<file path="src/rtl/miss_ctrl.sv">
// miss_ctrl: L1 miss sequencer behind the tag/valid/LRU compare stage.
// Hits update PLRU/modified bits in the access cycle. Misses run an optional
// victim write-back, then a line fill, then a one-cycle tag install. The PE is
// stalled while the miss is handled, and saturating event counters are kept.
module miss_ctrl #(
  parameter int TAG_W = 14,
  parameter int IDX_W = 8,
  parameter int CNT_W = 16
) (
  input  logic                   clk,
  input  logic                   reset_n,
  input  logic                   pe_access_d,
  input  logic                   pe_write_d,
  input  logic [TAG_W-1:0]       pe_tag_d,
  input  logic [IDX_W-1:0]       pe_index_d,
  input  logic [3:0]             way_hit_d,
  input  logic                   way_is_selected_d,
  input  logic                   req_clean_d,
  input  logic [3:0]             fill_or_victim_way_d,
  input  logic [TAG_W-1:0]       victim_tag_d,
  input  logic [2:0]             lru_output_d,
  output logic                   pe_stall,
  output logic                   lru_we,
  output logic [2:0]             lru_wdata,
  output logic [3:0]             mod_we,
  output logic                   mod_wdata,
  output logic [3:0]             tag_we,
  output logic [TAG_W-1:0]       tag_wdata,
  output logic [IDX_W-1:0]       wr_index,
  output logic                   mem_req,
  output logic                   mem_we,
  output logic [TAG_W+IDX_W-1:0] mem_addr,
  input  logic                   mem_ack,
  output logic [CNT_W-1:0]       hit_cnt,
  output logic [CNT_W-1:0]       miss_cnt,
  output logic [CNT_W-1:0]       wb_cnt
);

  typedef enum logic [1:0] {IDLE, WB, FILL, UPDATE} state_t;

  state_t           state, state_nxt;
  logic [3:0]       vic_q;
  logic [TAG_W-1:0] vtag_q;
  logic [TAG_W-1:0] ptag_q;
  logic [IDX_W-1:0] idx_q;
  logic [2:0]       lru_q;
  logic             hit_ev, miss_ev, wb_ev;

  // Tree PLRU touch: bit2 picks the half, bit1/bit0 the way inside each half.
  function automatic logic [2:0] plru_touch(input logic [3:0] way, input logic [2:0] bits);
    logic [2:0] r;
    r = bits;
    if (way[3]) begin
      r[2] = 1'b1;
      r[1] = 1'b1;
    end else if (way[2]) begin
      r[2] = 1'b1;
      r[1] = 1'b0;
    end else if (way[1]) begin
      r[2] = 1'b0;
      r[0] = 1'b1;
    end else if (way[0]) begin
      r[2] = 1'b0;
      r[0] = 1'b0;
    end
    return r;
  endfunction

  // Event counters stick at all-ones instead of wrapping.
  function automatic logic [CNT_W-1:0] sat_inc(input logic [CNT_W-1:0] v);
    return (&v) ? v : v + 1'b1;
  endfunction

  // Next state and all strobes; everything is held at zero while in reset so
  // an abandoned miss cannot write the arrays or keep the memory request up.
  always_comb begin
    state_nxt = state;
    pe_stall  = 1'b0;
    lru_we    = 1'b0;
    lru_wdata = 3'b000;
    mod_we    = 4'b0000;
    mod_wdata = 1'b0;
    tag_we    = 4'b0000;
    tag_wdata = '0;
    wr_index  = '0;
    mem_req   = 1'b0;
    mem_we    = 1'b0;
    mem_addr  = '0;
    hit_ev    = 1'b0;
    miss_ev   = 1'b0;
    wb_ev     = 1'b0;
    if (reset_n) begin
      case (state)
        IDLE: begin
          pe_stall = pe_access_d & ~way_is_selected_d;
          if (pe_access_d && way_is_selected_d) begin
            hit_ev    = 1'b1;
            lru_we    = 1'b1;
            wr_index  = pe_index_d;
            lru_wdata = plru_touch(way_hit_d, lru_output_d);
            if (pe_write_d) begin
              mod_we    = way_hit_d;
              mod_wdata = 1'b1;
            end
          end else if (pe_access_d) begin
            miss_ev   = 1'b1;
            state_nxt = req_clean_d ? FILL : WB;
          end
        end
        WB: begin
          pe_stall = 1'b1;
          mem_req  = 1'b1;
          mem_we   = 1'b1;
          mem_addr = {vtag_q, idx_q};
          wr_index = idx_q;
          if (mem_ack) begin
            wb_ev     = 1'b1;
            mod_we    = vic_q;
            state_nxt = FILL;
          end
        end
        FILL: begin
          pe_stall = 1'b1;
          mem_req  = 1'b1;
          mem_addr = {ptag_q, idx_q};
          wr_index = idx_q;
          if (mem_ack) state_nxt = UPDATE;
        end
        UPDATE: begin
          pe_stall  = 1'b1;
          tag_we    = vic_q;
          tag_wdata = ptag_q;
          mod_we    = vic_q;
          lru_we    = 1'b1;
          lru_wdata = plru_touch(vic_q, lru_q);
          wr_index  = idx_q;
          state_nxt = IDLE;
        end
        default: state_nxt = IDLE;
      endcase
    end
  end

  // State register.
  always_ff @(posedge clk) begin
    if (!reset_n) state <= IDLE;
    else          state <= state_nxt;
  end

  // Freeze the missing request and its victim so later input changes are ignored.
  always_ff @(posedge clk) begin
    if (miss_ev) begin
      vic_q  <= fill_or_victim_way_d;
      vtag_q <= victim_tag_d;
      ptag_q <= pe_tag_d;
      idx_q  <= pe_index_d;
      lru_q  <= lru_output_d;
    end
  end

  // Saturating hit/miss/write-back counters.
  always_ff @(posedge clk) begin
    if (!reset_n) begin
      hit_cnt  <= '0;
      miss_cnt <= '0;
      wb_cnt   <= '0;
    end else begin
      if (hit_ev)  hit_cnt  <= sat_inc(hit_cnt);
      if (miss_ev) miss_cnt <= sat_inc(miss_cnt);
      if (wb_ev)   wb_cnt   <= sat_inc(wb_cnt);
    end
  end

`ifndef SYNTHESIS
  // The victim way handed over on a miss must name exactly one way.
  always_ff @(posedge clk) begin
    if (miss_ev) assert ($onehot(fill_or_victim_way_d));
  end
`endif

endmodule

</file>
<file path="config.mk">
export PLATFORM = sky130hd
export DESIGN_NAME = miss_ctrl
export DESIGN_NICKNAME = d
export VERILOG_FILES = /design/src/rtl/miss_ctrl.sv
export SDC_FILE = /design/constraint.sdc
export NUM_CORES = 1
export LEC_CHECK = 0
export ABC_CLOCK_PERIOD_IN_PS = 4300
export CORE_MARGIN = 1
export CORE_UTILIZATION = 45
export CTS_CLUSTER_SIZE = 40
export DETAILED_ROUTE_END_ITERATION = 10
export PLACE_DENSITY = 0.77
export SYNTH_ARGS = -nofsm -noshare
export SYNTH_HDL_FRONTEND = slang
export SYNTH_SLANG_ARGS = --single-unit
</file>
<file path="constraint.sdc">
create_clock -name clk -period 4.3 [get_ports clk]
set_clock_uncertainty 0.1 [all_clocks]
set_input_delay 1.29 -clock clk [delete_from_list [all_inputs] [get_ports clk]]
set_output_delay 1.29 -clock clk [all_outputs]
set_load 0.01 [all_outputs]
</file>
# After elaboration in Yosys (flattened, before gate mapping)
# Cells that the tools add are included.
# word_totals
ff_bits	93
output_inout_bits	108
wordCells	98
# classes
n_addsub	3
n_eq_ne	7
muxes	63
bitwise_logic	5
n_reduce_logical	11
# ops
op	n
$add 16x1->16 const B	3
$reduce_and 16->1	3
$pmux 22 s2	1
$mux 1	36
$mux 14	2
$mux 4	6
$mux 22	1
$mux 8	2
$pmux 8 s2	1
$mux 2	7
$pmux 4 s3	1
$ne 2x2->1 const B	4
$pmux 2 s4	1
$mux 3	2
$pmux 3 s2	1
$reduce_and 2->1	3
$eq 2x2->1 const B	2
$not 1->1	4
$pmux 1 s2	2
$reduce_and 4->1	1
$reduce_or 3->1	1
$eq 2x1->1 const B	1
$logic_not 2->1	1
$reduce_or 2->1	1
2 further kinds	2

# Longest topological paths before layout
# Gate-level depths: netlist of the first run.
# depth
word_depth	7
ltp_mapped	8
mapped_depth_nobuf	7

# Worst setup path after synthesis of the first run
# OpenSTA, ideal clock, no wires.
# synth_path
path_type	input -> output
start	input port reset_n
end	output port lru_we
t_arrival_ns	2.394
required_ns	2.910
path_slack_ns	0.516
stages	5
path_cell_list	clkbuf_1 clkbuf_1 buf_1 nand2_1 a21oi_1
# synth_between
elab_chain_cells	1
# synth_rtl
item	line_no	text
from (decl)	11	input logic reset_n,
$mux 1	92	if (reset_n) begin
to (decl)	23	output logic lru_we,
# No other way between the ends.

# Worst setup path after layout of the first run
# layout_path
start	input port mem_ack
end	output port mod_we[1]
# layout_between
elab_chain_cells	3
# layout_rtl
item	line_no	text
from (decl)	33	input logic mem_ack,
$mux 4	116	if (mem_ack) begin
$pmux 4 s3	93	case (state)
$mux 4	92	
to (decl)	25	output logic [3:0] mod_we,
# No other way between the ends.

==> flow_metrics.env, run 1 <==
export IMPL_switching_power_uw=716
export IMPL_crit_fanout=4
export IMPL_synth_top_cell_area_share_pct=28.3
export IMPL_synthAdderAreaFrac_pct=2.19
export IMPL_drive_above_1_share_pct=7.27
export IMPL_path_delay_family="buffers and inverters"
export IMPL_syn_nets=521
export IMPL_layout_setup_ws_ns=0.0706
export IMPL_clock_root_buffer="clkbuf_8"
export IMPL_die_h_um=103
export IMPL_vias=4379
export IMPL_top_level_ports=162
export IMPL_peakVddDrop_mv=0.188
export IMPL_hold_viol=0
export IMPL_end_kind="primary output"
export IMPL_outcome="completed"
export IMPL_synth_edf_count=43
export IMPL_combPwrFrac_pct=31.4
export IMPL_wl_per_cell_um=16.9
export IMPL_cp_required_ns=2.91
export IMPL_port_buffers=161
export IMPL_dp_cells=749
export IMPL_synth_compound_area_share_pct=16.6
export IMPL_grt_ovfl_total=0
export IMPL_drt_total_wl_mm=12.9
export IMPL_die_area_sq_um=10600
export IMPL_synth_area_sq_um=4570
export IMPL_regArea_sq_um=2290
export IMPL_synth_top_cell_by_area="edfxtp_1"
export IMPL_avgViaCountPerCell=5.72
export IMPL_path_common_cell="clkdlybuf4s50_1"
export IMPL_instances_no_fill=766
export IMPL_crit_arrival_ns=2.84
export IMPL_power_density_nw_per_um2=340
export IMPL_synthArstFlopShare_pct=0
export IMPL_clk_latency_ns=0.36
export IMPL_syn_avg_cell_area_sq_um=9.96
export IMPL_finalCoreUtilization_pct=67.1
export IMPL_yosys_area_share_simple_pct=24.4
export IMPL_layout_nets=690
export IMPL_crit_type="input port to primary output"
export IMPL_maxSlewHeadroom_pct=40.1
export IMPL_route_detailed_drc=0
export IMPL_setup_viol=0
export IMPL_grt_pass1_vias=4238
export IMPL_hold_path_class="flip-flop to flip-flop"
export IMPL_synth_xor_area_share_pct=0
export IMPL_critical_path_slowest_cell="clkdlybuf4s50_1"
export IMPL_post_route_period_util_pct=98.4
export IMPL_area_growth_pct=44.2
export IMPL_dr_pass1_iters=5
export IMPL_dp_worst_setup_slack_ns=-0.117
export IMPL_yosysMostFrequentCell="dfxtp_1"
export IMPL_max_clock_path_buffers=2
export IMPL_gp_congestion=0.801
export IMPL_std_cell_rows=36
export IMPL_synthMuxAreaShare_pct=3.50
export IMPL_ys_seq_elements=93
export IMPL_cts_tree="built"
export IMPL_clk_pin_slew_ns=0.09
export IMPL_ys_warn_count=0
export IMPL_total_power_uw=2240
export IMPL_p_int_uw=1530
export IMPL_path_buf_inv=2
export IMPL_die_w_um=103
export IMPL_startpoint_type="input port"
export IMPL_cts_max_level=3
export IMPL_cts_sinks=93
export IMPL_p_leak_uw=0.00230
export IMPL_synth_top_family_by_area="simple AND/OR/NAND/NOR gates"
export IMPL_diodes=0
export IMPL_max_freq_mhz=236
export IMPL_netlist_instances=459
export IMPL_crit_chain="clkdlybuf4s50_1 -> a21o_1 -> a32oi_1 -> nor2_1 -> clkdlybuf4s50_1"
export IMPL_worstMarginPinSlew_ns=0.890
export IMPL_synth_cell_types=52
export IMPL_ctsHoldBuffers=0
export IMPL_synthFlopType="dfxtp_1"
export IMPL_fp_coreArea_sq_um=9820
export IMPL_rsz0062_at_grt="false"
export IMPL_p_sw_share_pct=31.9
export IMPL_fill_cells=821
export IMPL_dpl_hpwl_mm=9.60
export IMPL_grt_start_max_net_pins=28
export IMPL_synthTopCellsByArea="edfxtp_1 (28%), dfxtp_1 (22%), mux2i_1 (3.5%)"
export IMPL_multiInputGateArea_sq_um=2150
export IMPL_cts_made_buffers=9
export IMPL_critPathMaxStageDelay_ns=0.56
export IMPL_drv_cap=0
export IMPL_slew_viol_final=0
export IMPL_initial_core_util_pct=46.5
export IMPL_clkPwrFrac_pct=23.6
export IMPL_drtIter0Drc=168
export IMPL_grt_usage_pct=24.7
export IMPL_grt_pass1_wl_mm=20.2
export IMPL_detail_route_antenna_nets=0
export IMPL_pwr_share_seq_pct=45.0
export IMPL_synth_seq_area_share_pct=50.2
export IMPL_antenna_found_initial=0
export IMPL_synthTopCellsByCount="dfxtp_1 (50), edfxtp_1 (43), nand2_1 (35)"
export IMPL_period_needed_ns=4.23
## final timing paths
| kind | cells past startpoint | end | slack, ns | start |
|---|---|---|---|---|
| setup / recovery | 5 | mod_we[1] | 0.07 | mem_ack |
| hold / removal | 2 | miss_cnt[12] | 0.39 | miss_cnt[12] |
| hold reg to reg | 2 | miss_cnt[12] | 0.39 | miss_cnt[12] |
| setup reg to reg | 7 | hit_cnt[15] | 1.54 | state[1] |
## power groups by stage
stage          logic [uW]  registers [uW]  clock network [uW]
5_1_grt               766            1010                 580
6_report              705            1010                 530
4_1_cts               707            1010                 546
3_5_place_dp          699            1030                   0
3_3_place_gp          687            1030                   0
2_1_floorplan         373            1020                   0
## state kept, by name, summed over array words and instances, names as in the netlist
name / flops
hit_cnt: 16
idx_q: 8
lru_q: 3
miss_cnt: 16
ptag_q: 14
state: 2
vic_q: 4
vtag_q: 14
wb_cnt: 16
## cell families (layout without fill, tap and decap cells)
| family | Yosys count | after routing |
|---|---|---|
| mux | 16 | 16 |
| fa+ha+maj | 8 | 8 |
| buf+inv | 34 | 207 |
| flops | 93 | 93 |
| simple gates | 198 | 199 |
| compound gates | 110 | 110 |
## metrics by stage
step / TNS [ns] / hold slack, ns / cell area (sq um)
6_report: 0 / 0.389 / 6590
3_5_place_dp: -1.20 / 0.381 / 6390
2_1_floorplan: 0 / 0.398 / 4570
5_1_grt: 0 / 0.426 / 6590
4_1_cts: 0 / 0.391 / 6570
3_3_place_gp: -0.473 / 0.370 / 6390
## worst reg2reg max path, cell delays in order, from the launching register on
cell	delay, ns
dfxtp_1	0.37
inv_1	0.10
ha_1	0.43
nand4_1	0.18
buf_4	0.20
or4b_1	0.64
or4_1	0.54
a21oi_1	0.14
## what timing repair did
| action | 4_1_cts | 5_1_grt |
|---|---|---|
| gates cloned | 0 | 1 |
| pin swaps | 0 | 1 |
| buffers inserted | 0 | 0 |
| endpoints found under the setup margin | 16 | 8 |
| gates resized for setup | 3 | 7 |
## layer usage
layer / global-route usage (%) / up-vias / part of all wire, %
met3: 6.71 / 20 / 7.9
met1: 31.3 / 2083 / 40
met2: 40.8 / 160 / 50
met5: 0 / - / 0
met4: 8.67 / 0 / 1.9
li1: - / 2116 / -
## area by class of cell
class | count | area share, %
sequential | 93 | 34.8
multi-input combinational | 333 | 32.6
timing repair buffer | 181 | 26.9
tap | 133 | 2.52
clock buffer | 9 | 1.88
clock inverter | 7 | 0.740
inverter | 10 | 0.569
## layout by cell type, fill, tap and decap left out, types with 16 or more instances in the layout
cell / n
dfxtp_1: 50
buf_4: 20
nand2_1: 35
clkdlybuf4s50_1: 152
and3_1: 19
mux2i_1: 16
edfxtp_1: 43
a21oi_1: 27
nor2_1: 34
o31ai_1: 16
Power figures use the tool's default switching activity.
==> run 2: changes to the inputs <==
--- a/config.mk
+++ b/config.mk
@@ -7,10 +7,10 @@
 export LEC_CHECK = 0
 export ABC_CLOCK_PERIOD_IN_PS = 4300
 export CORE_MARGIN = 1
-export CORE_UTILIZATION = 45
+export CORE_UTILIZATION = 40
 export CTS_CLUSTER_SIZE = 40
 export DETAILED_ROUTE_END_ITERATION = 10
-export PLACE_DENSITY = 0.77
+export PLACE_DENSITY = 0.7
 export SYNTH_ARGS = -nofsm -noshare
 export SYNTH_HDL_FRONTEND = slang
 export SYNTH_SLANG_ARGS = --single-unit
==> run 2 against run 1 <==
Compared with the run above:
- non-clock buffer count increased by 1
- clock power increased by 45%
- maximum frequency increased by 0.16%
- die area up 12%
- global-route usage fell by 2.1 points
- via count grew 1.6%
- wire length grew 1.4%
- first-iteration DRC count is 110% higher
- setup slack better by 0.0067 ns
- cell area increased by 1.5%
- hold slack better by 0.0074 ns
- critical path type unchanged
- largest cell class unchanged
==> flow_metrics.env, run 2 (synthesized netlist as in run 1, its figures left out) <==
export IMPL_dpl_instance_area_sq_um=6400
export IMPL_cts_sinks=93
export IMPL_max_freq_mhz=237
export IMPL_top_level_ports=162
export IMPL_clk_pin_slew_ns=0.06
export IMPL_clk_latency_ns=0.33
export IMPL_p_leak_uw=0.00229
export IMPL_end_kind="primary output"
export IMPL_slew_viol_final=0
export IMPL_drive_above_1_share_pct=6.48
export IMPL_final_area_sq_um=6690
export IMPL_clkPwrFrac_pct=30.8
export IMPL_combPwrFrac_pct=28.6
export IMPL_area_growth_pct=46.5
export IMPL_fill_cells=916
export IMPL_post_route_period_util_pct=98.2
export IMPL_final_cell_mix="clkdlybuf4s50_1 (156), dfxtp_1 (50), edfxtp_1 (43)"
export IMPL_outcome="completed"
export IMPL_hold_path_class="flip-flop to flip-flop"
export IMPL_drv_cap=0
export IMPL_vias=4449
export IMPL_ctsHoldBuffers=0
export IMPL_std_cell_rows=38
export IMPL_startpoint_type="input port"
export IMPL_die_w_um=109
export IMPL_dpl_hpwl_mm=9.50
export IMPL_dr_pass1_iters=5
export IMPL_drtIter0Drc=354
export IMPL_cts_tree="built"
export IMPL_rsz0062_at_grt="false"
export IMPL_cts_max_level=3
export IMPL_finalCoreUtilization_pct=60.9
export IMPL_top_layer="met4"
export IMPL_cp_required_ns=2.91
export IMPL_initial_core_util_pct=41.6
export IMPL_power_density_nw_per_um2=372
export IMPL_path_common_cell="clkdlybuf4s50_1"
export IMPL_drt_total_wl_mm=13.1
export IMPL_route_detailed_drc=0
export IMPL_maxSlewHeadroom_pct=37.0
export IMPL_die_area_sq_um=11900
export IMPL_p_sw_share_pct=28.9
export IMPL_final_common_cell="clkdlybuf4s50_1"
export IMPL_holdWs_ns=0.397
export IMPL_wl_met2_mm=6.28
export IMPL_port_buffers=161
export IMPL_peakVddDrop_mv=0.256
export IMPL_grt_start_max_net_pins=37
export IMPL_die_h_um=109
export IMPL_avgViaCountPerCell=5.76
export IMPL_grt_ovfl_total=0
export IMPL_worstMarginPinSlew_ns=0.936
export IMPL_max_clock_path_buffers=2
export IMPL_clock_root_buffer="clkbuf_16"
export IMPL_gp_congestion=0.853
export IMPL_wl_per_cell_um=17.0
export IMPL_grt_pass1_vias=4237
export IMPL_fp_coreArea_sq_um=11000
export IMPL_grt_pass1_wl_mm=20.9
export IMPL_switching_power_uw=718
export IMPL_crit_type="input port to primary output"
export IMPL_hold_viol=0
export IMPL_largestRegisters="hit_cnt (16), miss_cnt (16), wb_cnt (16)"
export IMPL_antenna_found_initial=0
export IMPL_detail_route_antenna_nets=0
export IMPL_crit_fanout=8
export IMPL_grt_usage_pct=22.7
export IMPL_crit_chain="clkdlybuf4s50_1 -> and3_4 -> a32oi_1 -> nor2_1 -> clkdlybuf4s50_1"
export IMPL_wl_met1_mm=5.67
export IMPL_setup_viol=0
export IMPL_diodes=0
export IMPL_cts_setup_buffers=0
export IMPL_pwr_share_seq_pct=40.6
export IMPL_crit_arrival_ns=2.83
export IMPL_layout_nets=690
export IMPL_critical_path_slowest_cell="clkdlybuf4s50_1"
export IMPL_dr_wl_met3_mm=1.01
export IMPL_period_needed_ns=4.22
export IMPL_cts_made_buffers=9
export IMPL_p_int_uw=1770
export IMPL_critPathMaxStageDelay_ns=0.54
## run 2: path summary, 6_finish.rpt
| check | cells past startpoint | startpoint | endpoint | slack, ns |
|---|---|---|---|---|
| worst max-delay path | 5 | way_is_selected_d | mod_we[1] | 0.08 |
| worst min-delay path | 1 | hit_cnt[11] | hit_cnt[11] | 0.40 |
| worst max register to register | 7 | state[0] | hit_cnt[13] | 1.50 |
| worst min register to register | 1 | hit_cnt[11] | hit_cnt[11] | 0.40 |
## run 2: routing by layer
layer  global-route usage, %  up-vias
li1                        -     2120
met4                    6.56        0
met2                    37.2      173
met1                    28.6     2141
met5                       0        -
met3                    6.93       15
## run 2: what timing repair did
action,4_1_cts,5_1_grt
pin swaps,0,0
gates resized for setup,3,3
setup endpoints to repair,16,3
gates cloned,0,0
## run 2: area by class of cell
cell class | instances | area (sq um) | area share [%]
repair buffers | 182 | 1770 | 26.4
clock buffers | 13 | 240 | 3.59
flip-flops and latches | 93 | 2290 | 34.2
inverters | 10 | 37.5 | 0.561
well taps | 140 | 175 | 2.62
clock inverters | 3 | 37.5 | 0.561
multi-input cells | 332 | 2140 | 32.0
## run 2: power by group through the flow
stage                     sequential, uW  clock, uW  combinational (uW)
after global placement              1030          0                 695
after floorplan                     1020          0                 373
after CTS                           1010        782                 717
final                               1010        767                 710
after detailed placement            1030          0                 709
after global routing                1020        817                 768
## run 2: critical path, delay by kind of cell
family,cells,cell delay [ns]
and+or+nand+nor,2,0.37
buffers and inverters,2,1.05
AOI/OAI and AO/OA,1,0.11
## run 2: metrics by stage
step	setup TNS [ns]	total power (uW)	worst slack, ns	std cells
global route	0	2600	0.0128	773
global placement	-0.657	1720	-0.0707	757
finish	0	2490	0.0774	773
detailed placement	-1.11	1740	-0.109	757
CTS	0	2510	0.0584	773
floorplan	0	1400	0.516	459
==> run 3: changes to the inputs <==
==> constraint.sdc (replaced) <==
create_clock -name clk -period 4.3 [get_ports clk]
set_clock_uncertainty 0.1 [all_clocks]
set_input_delay 1.29 -clock clk [delete_from_list [all_inputs] [get_ports clk]]
set_output_delay 1.29 -clock clk [all_outputs]
set_load 0.05 [all_outputs]
==> run 3 against run 2 <==
Compared with the run above:
- cell area is 8.7% higher
- sequential cell count unchanged
- setup slack better by 0.042 ns
- die area stayed put
- core utilization up 5.3 points
- combinational power up 59%
- non-clock buffer count shrank 13
- power increased by 24%
- clock power increased by 25%
- critical path type unchanged
- largest cell class unchanged
==> flow_metrics.env, run 3 (synthesized netlist as in run 1, its figures left out) <==
export IMPL_outcome="completed"
export IMPL_drt_total_wl_mm=13.3
export IMPL_r2r_end="hit_cnt[15]"
export IMPL_critPathMaxStageDelay_ns=0.57
export IMPL_crit_arrival_ns=2.79
export IMPL_crit_type="input port to primary output"
export IMPL_avgViaCountPerCell=5.74
export IMPL_rsz0062_at_grt="false"
export IMPL_p_int_uw=2070
export IMPL_grt_usage_pct=22.9
export IMPL_clk_pin_slew_ns=0.07
export IMPL_largestRegisters="hit_cnt (16), miss_cnt (16), wb_cnt (16)"
export IMPL_power_density_nw_per_um2=426
export IMPL_dpl_hpwl_mm=9.77
export IMPL_clkPwrFrac_pct=30.9
export IMPL_hold_viol=0
export IMPL_setup_tns_ns=0
export IMPL_wl_per_cell_um=17.5
export IMPL_die_w_um=109
export IMPL_max_freq_mhz=239
export IMPL_final_common_cell="clkdlybuf4s50_1"
export IMPL_drv_cap=0
export IMPL_cp_required_ns=2.91
export IMPL_worst_r2r_setup_slack_ns=1.58
export IMPL_worstMarginPinSlew_ns=0.880
export IMPL_fp_coreArea_sq_um=11000
export IMPL_cts_resized=0
export IMPL_grt_ovfl_total=0
export IMPL_drtIter0Drc=225
export IMPL_instances_no_fill=760
export IMPL_fill_cells=885
export IMPL_vias=4365
export IMPL_slew_viol_final=0
export IMPL_grt_start_max_net_pins=30
export IMPL_post_route_period_util_pct=97.2
export IMPL_detail_route_antenna_nets=0
export IMPL_combPwrFrac_pct=36.5
export IMPL_route_detailed_drc=0
export IMPL_gp_congestion=0.924
export IMPL_die_area_sq_um=11900
export IMPL_std_cell_rows=38
export IMPL_cts_setup_buffers=0
export IMPL_cts_made_buffers=9
export IMPL_p_sw_share_pct=33.0
export IMPL_r2r_start="state[0]"
export IMPL_port_buffers=161
export IMPL_max_clock_path_buffers=2
export IMPL_maxSlewHeadroom_pct=40.8
export IMPL_antenna_found_initial=0
export IMPL_die_h_um=109
export IMPL_grt_pass1_wl_mm=20.9
export IMPL_hold_path_class="flip-flop to flip-flop"
export IMPL_pwr_share_seq_pct=32.6
export IMPL_ff2ff_path_depth=6
export IMPL_switching_power_uw=1020
export IMPL_cts_sinks=93
export IMPL_diodes=0
export IMPL_cts_max_level=3
export IMPL_dp_cells=744
export IMPL_dr_pass1_iters=4
export IMPL_area_growth_pct=59.2
export IMPL_grt_pass1_vias=4186
export IMPL_critical_path_slowest_cell="clkdlybuf4s50_1"
export IMPL_p_leak_uw=0.00250
export IMPL_clock_root_buffer="clkbuf_16"
export IMPL_crit_fanout=9
export IMPL_setup_viol=0
export IMPL_startpoint_type="input port"
export IMPL_initial_core_util_pct=41.6
export IMPL_peakVddDrop_mv=0.314
export IMPL_cts_tree="built"
export IMPL_hold_start="hit_cnt[11]"
export IMPL_top_level_ports=162
export IMPL_crit_chain="clkdlybuf4s50_1 -> and3_2 -> o21ai_0 -> a21oi_1 -> buf_12"
export IMPL_period_needed_ns=4.18
export IMPL_final_cell_mix="clkdlybuf4s50_1 (100), buf_12 (60), dfxtp_1 (50)"
export IMPL_end_kind="primary output"
export IMPL_clk_latency_ns=0.34
export IMPL_ctsHoldBuffers=0
export IMPL_whs_path_depth=1
export IMPL_hold_end="hit_cnt[11]"
export IMPL_drive_above_1_share_pct=15.3
export IMPL_layout_nets=677
## run 3: changes by cell type in the layout (fill, tap and decap cells not counted), sizes merged
cell	change
clkinvlp	+2
buf	+47
clkbuf	-4
dlygate4sd2	-1
clkinv	-1
bufinv	+3
clkdlybuf4s50	-56
dlymetal6s2s	-3
## run 3: metal layers
layer  routed length (um)  GRT usage [%]  vias up
li1                     -              -     2083
met1                 5330           26.4     2091
met2                 6540           37.8      175
met3                 1280           10.9       16
met4                  180           6.37        0
met5                    0              0        -
## run 3: layout make-up
cell class                      count  area [sq um]  share of cell area, %
Inverter                           10          37.5                  0.516
Timing Repair Buffer              169          2270                   31.2
Multi-Input combinational cell    332          2140                   29.4
Tap cell                          140           175                   2.41
Sequential cell                    93          2290                   31.5
Clock buffer                        9           225                   3.10
Clock inverter                      7           138                   1.89
## run 3: through the flow
step	hold slack, ns	instance area (sq um)	power, uW	util, %	worst slack (ns)
after floorplan	0.419	4570	1650	-	0.145
after global placement	0.372	6910	2140	62.9	0.191
after detailed placement	0.390	6910	2160	62.9	0.155
after CTS	0.399	7270	3120	66.2	0.133
after global routing	0.432	7270	3220	66.2	0.0673
final	0.396	7270	3100	66.2	0.119
## run 3: worst max path at each step
stage / from / to / slack [ns] / cells after the start
floorplan: reset_n / pe_stall / 0.14 / 5
global placement: pe_access_d / lru_wdata[0] / 0.19 / 5
detailed placement: pe_access_d / lru_wdata[0] / 0.16 / 5
CTS: pe_access_d / lru_wdata[0] / 0.13 / 5
global route: pe_access_d / lru_wdata[0] / 0.07 / 5
finish: pe_access_d / lru_wdata[0] / 0.12 / 5
## run 3: power groups by stage
stage	clock [uW]	sequential (uW)	combinational, uW
6_report	956	1010	1130
3_3_place_gp	0	1030	1120
3_5_place_dp	0	1030	1130
4_1_cts	971	1010	1140
2_1_floorplan	0	1040	601
5_1_grt	1010	1010	1190
## run 3: critical path: cells and delay by family
family                 cells  cell delay, ns
buffers and inverters      2            0.75
AOI/OAI and AO/OA          2            0.40
and+or+nand+nor            1            0.34
